[src/rtl/tmds_pkg.sv]
// Shared DVI 8b/10b definitions: control symbols, disparity type and small helpers
// used by the encoder, the serializer and bench models.
package tmds_pkg;

    typedef logic signed [4:0] disp_t;

    localparam logic [9:0] TMDS_CTRL_00 = 10'b1101010100;
    localparam logic [9:0] TMDS_CTRL_01 = 10'b0010101011;
    localparam logic [9:0] TMDS_CTRL_10 = 10'b0101010100;
    localparam logic [9:0] TMDS_CTRL_11 = 10'b1010101011;

    localparam disp_t DISP_ZERO = 5'sd0;
    localparam disp_t DISP_TWO  = 5'sd2;
    localparam disp_t DISP_BITS = 5'sd8;

    function automatic logic [3:0] ones8(input logic [7:0] v);
        logic [3:0] acc;
        acc = '0;
        for (int unsigned i = 0; i < 8; i++) begin
            acc = acc + {3'b000, v[i]};
        end
        return acc;
    endfunction

    function automatic logic [9:0] ctrl_symbol(input logic [1:0] c);
        logic [9:0] sym;
        case (c)
            2'b00:   sym = TMDS_CTRL_00;
            2'b01:   sym = TMDS_CTRL_01;
            2'b10:   sym = TMDS_CTRL_10;
            default: sym = TMDS_CTRL_11;
        endcase
        return sym;
    endfunction

endpackage

[src/rtl/tmds_encoder_if.sv]
// Per-channel pixel bus into the TMDS encoder and the encoded symbol back out.
interface tmds_encoder_if;

    logic [7:0] data_in;
    logic [1:0] control_in;
    logic       ve_in;
    logic [9:0] tmds_out;

    modport master (
        output data_in,
        output control_in,
        output ve_in,
        input  tmds_out
    );

    modport slave (
        input  data_in,
        input  control_in,
        input  ve_in,
        output tmds_out
    );

endinterface

[src/rtl/tmds_encoder_tm_choice.sv]
// Stage-1 transition minimisation: picks XOR or XNOR chaining to minimise edges.
module tm_choice
    import tmds_pkg::*;
(
    input  logic [7:0] data_in,
    output logic [8:0] q_m
);

    logic [3:0] n1d;
    logic       use_xnor;
    logic       prev;

    always_comb begin
        n1d      = ones8(data_in);
        use_xnor = (n1d > 4'd4) || ((n1d == 4'd4) && !data_in[0]);
        q_m      = '0;
        prev     = data_in[0];
        q_m[0]   = data_in[0];
        for (int unsigned i = 1; i < 8; i++) begin
            prev   = use_xnor ? ~(prev ^ data_in[i]) : (prev ^ data_in[i]);
            q_m[i] = prev;
        end
        q_m[8] = ~use_xnor;
    end

endmodule

[src/rtl/tmds_encoder.sv]
// DVI TMDS channel encoder: one-cycle registered 8b/10b symbol with running
// DC-balance tracking; control symbols during blanking.
module tmds_encoder
    import tmds_pkg::*;
(
    input  logic          clk_pixel_in,
    input  logic          rst_n_in,
    tmds_encoder_if.slave bus
);

    logic [8:0] q_m;
    disp_t      n1, n0, diff;
    logic [9:0] tmds_d, tmds_q;
    disp_t      cnt_d, cnt_q;

    tm_choice u_tm_choice (
        .data_in (bus.data_in),
        .q_m     (q_m)
    );

    always_comb begin
        n1   = {1'b0, ones8(q_m[7:0])};
        n0   = DISP_BITS - n1;
        diff = n1 - n0;
    end

    always_comb begin
        tmds_d = tmds_q;
        cnt_d  = cnt_q;
        if (!bus.ve_in) begin
            tmds_d = ctrl_symbol(bus.control_in);
            cnt_d  = DISP_ZERO;
        end else if ((cnt_q == DISP_ZERO) || (n1 == n0)) begin
            tmds_d = {~q_m[8], q_m[8], q_m[8] ? q_m[7:0] : ~q_m[7:0]};
            cnt_d  = q_m[8] ? (cnt_q + diff) : (cnt_q - diff);
        end else if (((cnt_q > DISP_ZERO) && (n1 > n0)) ||
                     ((cnt_q < DISP_ZERO) && (n0 > n1))) begin
            // Invert the payload to pull the running disparity back toward zero.
            tmds_d = {1'b1, q_m[8], ~q_m[7:0]};
            cnt_d  = cnt_q + (q_m[8] ? DISP_TWO : DISP_ZERO) - diff;
        end else begin
            tmds_d = {1'b0, q_m[8], q_m[7:0]};
            cnt_d  = cnt_q + diff - (q_m[8] ? DISP_ZERO : DISP_TWO);
        end
    end

    always_ff @(posedge clk_pixel_in or negedge rst_n_in) begin
        if (!rst_n_in) begin
            tmds_q <= '0;
            cnt_q  <= DISP_ZERO;
        end else begin
            tmds_q <= tmds_d;
            cnt_q  <= cnt_d;
        end
    end

    assign bus.tmds_out = tmds_q;

endmodule
[src/flat_wrapper.sv]
// flat-port wrapper written by rule: the top's interface ports become plain ports
module tmds_encoder_flat import tmds_pkg::*;
  (clk_pixel_in, rst_n_in, bus_data_in, bus_control_in, bus_ve_in, bus_tmds_out);
  tmds_encoder_if bus_i ();
  input  logic clk_pixel_in;
  input  logic rst_n_in;
  input wire logic [$bits(bus_i.data_in)-1:0] bus_data_in;
  input wire logic [$bits(bus_i.control_in)-1:0] bus_control_in;
  input wire logic [$bits(bus_i.ve_in)-1:0] bus_ve_in;
  output wire logic [$bits(bus_i.tmds_out)-1:0] bus_tmds_out;
  assign bus_i.data_in = bus_data_in;
  assign bus_i.control_in = bus_control_in;
  assign bus_i.ve_in = bus_ve_in;
  assign bus_tmds_out = bus_i.tmds_out;
  tmds_encoder u_core (.clk_pixel_in(clk_pixel_in), .rst_n_in(rst_n_in), .bus(bus_i));
endmodule
[config.mk]
export PLATFORM = sky130hd
export DESIGN_NAME = tmds_encoder_flat
export DESIGN_NICKNAME = d
export VERILOG_FILES = /design/src/rtl/tmds_pkg.sv /design/src/rtl/tmds_encoder_if.sv /design/src/rtl/tmds_encoder_tm_choice.sv /design/src/rtl/tmds_encoder.sv /design/src/flat_wrapper.sv
export SDC_FILE = /design/constraint.sdc
export NUM_CORES = 1
export LEC_CHECK = 0
export BUFFER_PORTS_ARGS = -buffer_cell sky130_fd_sc_hd__buf_2
export CAP_MARGIN = 10
export CORE_ASPECT_RATIO = 1.4
export CORE_MARGIN = 3
export CORE_UTILIZATION = 50
export CTS_CLUSTER_DIAMETER = 50
export DETAILED_ROUTE_END_ITERATION = 10
export PLACE_DENSITY = 0.71
export SLEW_MARGIN = 20
export SYNTH_ARGS = -nofsm -noshare
export SYNTH_HDL_FRONTEND = slang
export SYNTH_SLANG_ARGS = --single-unit
[constraint.sdc]
create_clock -name clk_pixel_in -period 4.81 [get_ports clk_pixel_in]
set_clock_uncertainty 0.15 [all_clocks]
set_input_delay 0.481 -clock clk_pixel_in [delete_from_list [all_inputs] [get_ports clk_pixel_in]]
set_output_delay 0.481 -clock clk_pixel_in [all_outputs]
set_load 0.02 [all_outputs]
==> flow_summary_export.csv, run 1 <==
group,metric,value,unit
worst_setup_path,rr_worst_depth,8,
floorplan,coreArea,3410,um2
route,drt-initial-drc-count,68,
finish,fillers,184,
route,wl_met1,1650,um
worst_setup_path,cp.required,4.78,ns
floorplan,die_h,76.5,um
timing,slew_headroom,0.645,
route,drc,0,
route,dr.max_layer_used,"met4",
global_routing,antenna_found_initial,0,
route,ant_nets,0,
global_routing,grt_pass1_wl,8160,um
logic_synthesis,synth_nets,229,
route,post_drt_via_cell_ratio,5.50,
clock_tree,htreeDepth,1,
route,wl_met2,3040,um
logic_synthesis,synthFlopType,"dfrtp_1",
logic_synthesis,synth_common_cells,"inv_1 (33), ha_1 (24), xnor2_1 (16)",
logic_synthesis,avgSynthCellArea,9.86,um2
finish,fin_nets,306,
placement,gp_congestion,0.870,
run_status,status,"finished with violations",
route,wl_met3,200,um
clock_tree,cts_sinks,15,
logic_synthesis,syn_inst,180,
timing,hold_viol_final,0,
finish,drive_gt1_frac,0.496,
route,vias,1627,
logic_synthesis,yosysWarnings,0,
worst_hold_path,worstHoldEndpoint,"u_core.cnt_q[0]",
worst_setup_path,path_buf_inv,6,
worst_setup_path,critPathCaptureType,"flop",
finish,antennaDiodeCount,0,
clock_tree,clock_latency,0.25,ns
timing,fin_crit_sh,1.49,
placement,port_buffers,22,
timing,setup_ws,-2.35,ns
logic_synthesis,seq_area_frac_synth,0.211,
route,routedWlPerCell,17.8,um
worst_setup_path,r2r_slack,2.39,ns
timing,worst_pin_slew,0.531,ns
floorplan,die_w,56.4,um
worst_setup_path,slowest_stage,"fa_1",
timing,min_period,7.16,ns
timing,max_freq,140,MHz
logic_synthesis,ys_ff_latch,15,
logic_synthesis,synth_area_leader_cell,"dfrtp_1",
flow_run,max-cap-violations,0,
floorplan,die_area,4310,um2
worst_hold_path,hold_start,"u_core.cnt_q[0]",
timing,finalMaxSlewViolations,0,
floorplan,rows,25,
finish,synthToLayoutAreaGrowth,51.6,%
global_routing,grt_usage,0.245,
worst_setup_path,r2r-start,"u_core.cnt_q[1]",
worst_setup_path,worstPathArrival,7.13,ns
clock_tree,numCtsBuffers,3,
route,dr.pass1.iters,4,
clock_tree,max-clock-path-buffers,2,
worst_setup_path,crit_fanout,3,
logic_synthesis,async_flop_share,1.00,
run_status,violations,"negative setup slack",
logic_synthesis,synth-edff-count,0,
worst_setup_path,critPathMaxStageDelay,0.56,ns
worst_setup_path,worst_path_most_repeated_cell,"fa_1",
placement,pre_cts_ws,-2.57,ns
logic_synthesis,syn-cell-area,1780,um2
route,wirelength,5260,um
placement,dp_hpwl,3820,um
logic_synthesis,synth_area_leaders,"dfrtp_1 (21%), ha_1 (17%), fa_1 (14%), xnor2_1 (7.9%), inv_1 (7.0%)",
clock_tree,clkTransAtPathRegs,0.06,ns
clock_tree,root_buffer,"clkbuf_8",
floorplan,io_pins,23,
logic_synthesis,yosysMostFrequentCell,"inv_1",
timing,setup_viol,13,
worst_setup_path,worst_setup_path_start_kind,"input port",
worst_setup_path,cp_top_family,"adder cells",
worst_hold_path,hold_path.class,"flop to flop",
clock_tree,cts_tree,"built",
global_routing,first_global_vias,1797,
worst_setup_path,crit_type,"input port to flop",
timing,rsz0062_at_grt,"true",
global_routing,overflow,0,
logic_synthesis,synth_top_area_share,0.211,
logic_synthesis,synthDistinctLibCells,38,
worst_hold_path,holdPathStages,1,
worst_setup_path,r2r_end,"u_core.cnt_q[4]",
floorplan,start_util,0.521,
global_routing,grt_max_degree,17,
==> area by class of cell <==
type                       instances  area, um2  share of cell area
inverter                          34        138              0.0511
tap                               40       50.0              0.0186
sequential                        15        375               0.139
timing repair buffer              74        551               0.205
multi-input combinational        129       1530               0.569
clock inverter                     1       5.00             0.00186
clock buffer                       3       41.3              0.0153
==> cells in the final DEF, fill, tap and decap left out, types with 2 or more instances in the layout <==
master / synthesis / routed
a21oi_1: 6 / 5
buf_2: 0 / 20
buf_4: 0 / 45
buf_6: 0 / 6
clkbuf_8: 0 / 3
dfrtp_1: 15 / 15
fa_1: 12 / 7
fa_2: 0 / 5
ha_1: 24 / 16
ha_2: 0 / 2
ha_4: 0 / 6
inv_1: 33 / 24
inv_2: 1 / 8
mux2i_1: 7 / 7
nand2_1: 6 / 4
nor2_1: 9 / 7
nor2_4: 0 / 2
nor3_1: 2 / 2
o21ai_0: 6 / 5
o21ai_1: 6 / 7
xnor2_1: 16 / 8
xnor2_2: 2 / 9
xnor2_4: 1 / 2
xor2_1: 11 / 8
xor2_2: 0 / 3
==> metal layers <==
layer | vias to the layer above | global-route usage
met5 | - | 0
met4 | 0 | 0.188
met3 | 33 | 0.0356
met2 | 74 | 0.470
met1 | 794 | 0.219
li1 | 726 | -
==> state kept, by name, summed over array words and instances (netlist names) <==
name	count
u_core.cnt_q	5
u_core.bus.tmds_out	10
==> worst max-delay path by stage <==
stage	from	end	slack (ns)	depth (start not counted)
global route	bus_data_in[0]	u_core.cnt_q[4]	-2.62	25
detailed placement	bus_data_in[0]	u_core.cnt_q[4]	-2.57	25
global placement	bus_data_in[0]	u_core.cnt_q[4]	-2.27	27
finish	bus_data_in[0]	u_core.cnt_q[4]	-2.35	25
floorplan	bus_data_in[0]	u_core.bus.tmds_out[2]	-2.32	26
CTS	bus_data_in[0]	u_core.cnt_q[4]	-2.17	27
==> cells by family after synthesis <==
family,count (synthesis),share of synthesized area
buffers and inverters,36,0.0761
adders and majority gates,36,0.304
xor gates and xnor gates,31,0.180
AOI/OAI and AO/OA,30,0.111
and+or+nand+nor,24,0.0648
DFF,15,0.211
muxes,8,0.0522
==> stage by stage <==
stage	TNS, ns	hold WS (ns)	util	instance area (um2)	cells
2_1_floorplan	-28.67	0.0354	-	1900	180
3_3_place_gp	-28.63	0.233	0.693	2360	283
3_5_place_dp	-32.05	0.245	0.693	2360	283
4_1_cts	-26.66	0.347	0.759	2590	291
5_1_grt	-30.59	0.388	0.789	2690	296
6_report	-27.77	0.343	0.789	2690	296
==> repair_timing <==
item,in CTS,in global routing
hold buffers,1,0
gates resized for setup,35,11
buffers inserted,4,6
endpoints found under the hold margin,15,0
endpoints found under the setup margin,13,13
pin swaps,21,20
Power of run 1 is not shown: default switching activity piles up to over one toggle a cycle in this logic, so the estimate is an artifact.
==> run 2, diff against run 1 <==
--- a/config.mk
+++ b/config.mk
@@ -12,8 +12,10 @@
 export CORE_UTILIZATION = 50
 export CTS_CLUSTER_DIAMETER = 50
 export DETAILED_ROUTE_END_ITERATION = 10
-export PLACE_DENSITY = 0.71
+export GPL_TIMING_DRIVEN = 0
+export PLACE_DENSITY = 0.7
 export SLEW_MARGIN = 20
 export SYNTH_ARGS = -nofsm -noshare
 export SYNTH_HDL_FRONTEND = slang
+export SYNTH_HIERARCHICAL = 1
 export SYNTH_SLANG_ARGS = --single-unit
==> flow_summary_export.csv, run 2 <==
group,metric,value,unit
worst_setup_path,critPathMaxStageDelay,0.55,ns
global_routing,grt_pass1_wl,8390,um
timing,slew_headroom,0.474,
worst_hold_path,hold_path.class,"flop to flop",
logic_synthesis,syn_inst,201,
timing,min_period,7.33,ns
timing,rsz0062_at_grt,"true",
logic_synthesis,yosysWarnings,6,
run_status,status,"finished with violations",
floorplan,die_h,79.2,um
finish,antennaDiodeCount,0,
worst_setup_path,setup.worst_path.start,"bus_data_in[3]",
worst_setup_path,r2r-start,"u_core/cnt_q[1]",
global_routing,antenna_found_initial,0,
logic_synthesis,synth_area_leaders,"dfrtp_1 (20%), ha_1 (16%), fa_1 (13%), inv_1 (7.8%), xnor2_1 (5.5%)",
placement,gp_congestion,0.799,
timing,worst_hold_slack,0.349,ns
global_routing,globalRoute.busiestLayer,"met2",
logic_synthesis,synthDistinctLibCells,45,
placement,port_buffers,22,
clock_tree,htreeDepth,1,
global_routing,grt_usage,0.241,
route,drt-initial-drc-count,112,
logic_synthesis,synthFlopType,"dfrtp_1",
placement,pre_cts_ws,-3.22,ns
finish,drive_gt1_frac,0.475,
worst_setup_path,crit_fanout,3,
clock_tree,root_buffer,"clkbuf_8",
route,wirelength,5740,um
timing,worst_pin_slew,0.780,ns
logic_synthesis,synth_area_leader_cell,"dfrtp_1",
floorplan,die_area,4620,um2
logic_synthesis,async_flop_share,1.00,
clock_tree,clock_latency,0.25,ns
floorplan,start_util,0.521,
logic_synthesis,synth_common_cells,"inv_1 (40), ha_1 (24), dfrtp_1 (15)",
logic_synthesis,synth_top_area_share,0.196,
worst_setup_path,worst_setup_path_start_kind,"input port",
route,drc,0,
timing,setup_ws,-2.52,ns
global_routing,grt_max_degree,16,
global_routing,grtUsageMet2,0.460,
clock_tree,cts_sinks,15,
worst_setup_path,slowest_stage,"fa_1",
logic_synthesis,avgSynthCellArea,9.52,um2
logic_synthesis,seq_area_frac_synth,0.196,
finish,fillers,242,
timing,hold_viol_final,0,
logic_synthesis,syn-cell-area,1910,um2
finish,layout_common_cells,"buf_4 (43), inv_1 (30), buf_2 (21)",
worst_setup_path,worst_path_most_repeated_cell,"buf_4",
global_routing,use_met3,0.0358,
logic_synthesis,synth-edff-count,0,
route,dr.pass1.iters,4,
timing,fin_crit_sh,1.52,
global_routing,overflow,0,
worst_setup_path,crit_type,"input port to flop",
worst_hold_path,hold_start,"u_core/cnt_q[0]",
floorplan,coreArea,3680,um2
global_routing,first_global_vias,1824,
logic_synthesis,ys_ff_latch,15,
flow_run,max-cap-violations,0,
route,ant_nets,0,
route,routedWlPerCell,18.1,um
logic_synthesis,yosysMostFrequentCell,"inv_1",
run_status,violations,"negative setup slack",
timing,finalMaxSlewViolations,0,
floorplan,rows,26,
timing,max_freq,136,MHz
floorplan,io_pins,23,
clock_tree,cts_tree,"built",
finish,final_common_cell,"buf_4",
worst_setup_path,worstPathArrival,7.26,ns
finish,largest_reg_flops,10,
timing,setup_viol,13,
clock_tree,max-clock-path-buffers,2,
route,post_drt_via_cell_ratio,5.66,
placement,dp_hpwl,3220,um
floorplan,die_w,58.3,um
global_routing,met1_usage,0.239,
clock_tree,numCtsBuffers,3,
worst_setup_path,cp.required,4.74,ns
worst_setup_path,critPathCaptureType,"flop",
finish,fin_nets,326,
logic_synthesis,synth_nets,250,
clock_tree,clkTransAtPathRegs,0.07,ns
route,vias,1800,
finish,synthToLayoutAreaGrowth,47.0,%
run 2: cell count changes after synthesis, sizes merged, moves of 5 or more:
cell | before | now
mux2i | 8 | 2
inv | 34 | 41
xor2 | 11 | 5
nand4 | 1 | 8
xnor2 | 19 | 12
nand2 | 6 | 11
buf | 0 | 6
o211ai | 1 | 9
o21ai | 12 | 6
run 2: metal layers:
metal / wire length, um / vias to the layer above
met5: 0 / -
met4: 298 / 0
met3: 273 / 33
met2: 3180 / 77
met1: 1990 / 873
li1: - / 817
run 2: critical path, delay by kind of cell:
family | cells | cell delay [ns]
XOR/XNOR | 1 | 0.12
adder cells (fa/ha/maj) | 5 | 2.14
AO/OA/AOI/OAI | 2 | 0.29
buffers and inverters | 33 | 3.81
AND/OR/NAND/NOR | 2 | 0.43
run 2: path summary, 6_finish.rpt:
path | cells after the start | slack [ns] | to
max | 43 | -2.52 | u_core/bus.tmds_out[3]
min | 1 | 0.35 | u_core/cnt_q[0]
max reg2reg | 7 | 2.58 | u_core/cnt_q[3]
min reg2reg | 1 | 0.35 | u_core/cnt_q[0]
max in group asynchronous | 2 | 3.74 | u_core/cnt_q[0]
min in group asynchronous | 2 | 0.51 | u_core/bus.tmds_out[0]
run 2: timing repair:
item                                    in CTS  in global routing
hold buffers                                 1                  0
endpoints found under the hold margin       15                  0
gates resized for setup                     19                 28
setup buffers                               37                 11
pin swaps                                   17                 11
endpoints found under the setup margin      13                 13
cloned                                       2                  0
run 2: through the flow:
stage	setup TNS [ns]	area, um2	std cells	util
2_1_floorplan	-32.07	2020	201	-
3_3_place_gp	-39.91	2190	265	0.595
3_5_place_dp	-40.67	2190	265	0.595
4_1_cts	-29.45	2620	308	0.713
5_1_grt	-32.97	2810	318	0.765
6_report	-31.05	2810	318	0.765
run 2: cells by family (layout without fill, tap and decap cells):
group	Yosys count	in the layout	share of synthesized area
compound gates	38	38	0.153
simple gates	39	39	0.108
fa+ha+maj	36	36	0.282
flops	15	15	0.196
mux	2	2	0.0105
xor+xnor	22	22	0.142
buf+inv	49	124	0.108
run 2: area by class of cell:
cell class	instances	area, um2	area share
buffer	6	46.3	0.0165
multi-input combinational	137	1580	0.561
clock buffer	4	45.0	0.0160
sequential	15	375	0.133
inverter	41	161	0.0574
timing repair buffer	73	554	0.197
tap	42	52.6	0.0187
Power of run 2 is left out for the same reason.
==> run 3, diff against run 2 <==
--- a/config.mk
+++ b/config.mk
@@ -8,12 +8,11 @@
 export BUFFER_PORTS_ARGS = -buffer_cell sky130_fd_sc_hd__buf_2
 export CAP_MARGIN = 10
 export CORE_ASPECT_RATIO = 1.4
-export CORE_MARGIN = 3
-export CORE_UTILIZATION = 50
+export CORE_MARGIN = 2
+export CORE_UTILIZATION = 30
 export CTS_CLUSTER_DIAMETER = 50
 export DETAILED_ROUTE_END_ITERATION = 10
 export GPL_TIMING_DRIVEN = 0
-export PLACE_DENSITY = 0.7
 export SLEW_MARGIN = 20
 export SYNTH_ARGS = -nofsm -noshare
 export SYNTH_HDL_FRONTEND = slang
==> flow_summary_export.csv, run 3 (synthesis results as in run 2) <==
group,metric,value,unit
finish,synthToLayoutAreaGrowth,33.7,%
placement,port_buffers,22,
finish,antennaDiodeCount,0,
worst_setup_path,crit_fanout,3,
run_status,violations,"negative setup slack",
worst_setup_path,critPathCaptureType,"flop",
timing,max_freq,137,MHz
timing,worst_pin_slew,0.697,ns
finish,fin_nets,296,
route,ant_nets,0,
clock_tree,numCtsBuffers,3,
worst_setup_path,crit_type,"input port to flop",
timing,hold_viol_final,0,
finish,layout_common_cells,"inv_1 (31), buf_2 (21), buf_4 (18)",
route,wirelength,4360,um
timing,min_period,7.31,ns
placement,dp_hpwl,3400,um
placement,place_area,2220,um2
route,drc,0,
finish,fillers,607,
floorplan,coreArea,6210,um2
worst_setup_path,worstPathArrival,7.28,ns
floorplan,io_pins,23,
clock_tree,clock_latency,0.24,ns
worst_setup_path,cp.required,4.78,ns
route,post_drt_via_cell_ratio,4.85,
timing,fin_crit_sh,1.52,
global_routing,overflow,0,
clock_tree,root_buffer,"clkbuf_8",
global_routing,grt_usage,0.126,
placement,gp_congestion,0.741,
floorplan,start_util,0.308,
timing,rsz0062_at_grt,"true",
timing,slew_headroom,0.531,
clock_tree,cts_sinks,15,
floorplan,die_area,7040,um2
flow_run,max-cap-violations,0,
floorplan,rows,34,
floorplan,die_w,71.5,um
worst_hold_path,hold_path.class,"flop to flop",
clock_tree,cts_tree,"built",
run_status,status,"finished with violations",
route,routedWlPerCell,13.7,um
global_routing,first_global_vias,1540,
clock_tree,htreeDepth,1,
clock_tree,clkTransAtPathRegs,0.06,ns
timing,setup_viol,13,
finish,fin_area,2560,um2
timing,finalMaxSlewViolations,0,
clock_tree,max-clock-path-buffers,2,
floorplan,die_h,98.5,um
finish,final_common_cell,"inv_1",
global_routing,grt_max_degree,16,
route,vias,1541,
route,dr.pass1.iters,5,
finish,largest_reg_flops,10,
worst_setup_path,worst_setup_path_start_kind,"input port",
global_routing,antenna_found_initial,0,
route,drt-initial-drc-count,53,
global_routing,grt_pass1_wl,7220,um
timing,setup_ws,-2.50,ns
finish,drive_gt1_frac,0.378,
-- run 3: cell count changes in the layout (fill, tap and decap cells not counted), moves of 2 or more --
cell | before | now
nand2_2 | 2 | 0
nor2_2 | 2 | 4
buf_6 | 11 | 6
nand2_1 | 9 | 11
buf_4 | 43 | 18
inv_2 | 10 | 8
-- run 3: layout make-up --
cell class | instances | area, um2 | share of cell area
flip-flops and latches | 15 | 375 | 0.147
clock buffers | 4 | 45.0 | 0.0176
repair buffers | 42 | 290 | 0.113
plain buffers | 7 | 60.1 | 0.0235
multi-input cells | 137 | 1540 | 0.600
inverters | 41 | 164 | 0.0640
well taps | 72 | 90.1 | 0.0352
-- run 3: through the flow --
| step | setup slack [ns] | std cells | setup TNS, ns | hold WS (ns) | util |
|---|---|---|---|---|---|
| finish | -2.50 | 318 | -31.92 | 0.348 | 0.412 |
| global route | -2.71 | 318 | -34.37 | 0.382 | 0.412 |
| CTS | -2.44 | 312 | -29.97 | 0.353 | 0.391 |
| detailed placement | -3.24 | 295 | -40.67 | 0.253 | 0.358 |
| global placement | -3.19 | 295 | -40.20 | 0.253 | 0.358 |
| floorplan | -2.60 | 201 | -32.07 | 0.0354 | - |
-- run 3: routing by layer --
layer  global-route usage  part of all wire  up-vias
li1                     -                 -      755
met1                0.137              0.38      745
met2                0.257              0.58       35
met3              0.00920             0.023        6
met4               0.0247             0.017        0
met5                    0                 0        -
-- run 3: worst paths after layout --
path	depth (start not counted)	endpoint	slack, ns	start
min reg2reg	1	u_core/cnt_q[0]	0.35	u_core/cnt_q[0]
max	27	u_core/cnt_q[3]	-2.50	bus_data_in[3]
max in group asynchronous	2	u_core/cnt_q[0]	3.75	rst_n_in
max reg2reg	7	u_core/cnt_q[3]	2.58	u_core/cnt_q[1]
min in group asynchronous	2	u_core/bus.tmds_out[0]	0.52	rst_n_in
min	1	u_core/cnt_q[0]	0.35	u_core/cnt_q[0]
-- run 3: worst max-delay path, cell delays in order --
cell	delay, ns
buf_8	0.09
inv_8	0.03
fa_1	0.56
fa_1	0.44
fa_1	0.49
inv_1	0.04
ha_2	0.17
fa_1	0.42
or3b_1	0.37
a22oi_2	0.30
buf_6	0.17
xnor2_4	0.13
inv_2	0.07
fa_1	0.51
fa_1	0.43
fa_1	0.51
inv_2	0.04
ha_4	0.16
fa_2	0.61
inv_2	0.08
ha_4	0.17
inv_2	0.05
fa_1	0.43
buf_4	0.16
xnor2_1	0.11
o211ai_1	0.17
a21oi_1	0.08
-- run 3: what timing repair did --
item,in CTS,in global routing
setup endpoints to repair,13,13
gates cloned,2,0
pin swaps,19,13
hold buffers,1,0
setup buffers,11,6
gates resized for setup,13,19
hold endpoints to repair,15,0
Power of run 3 is left out for the same reason.
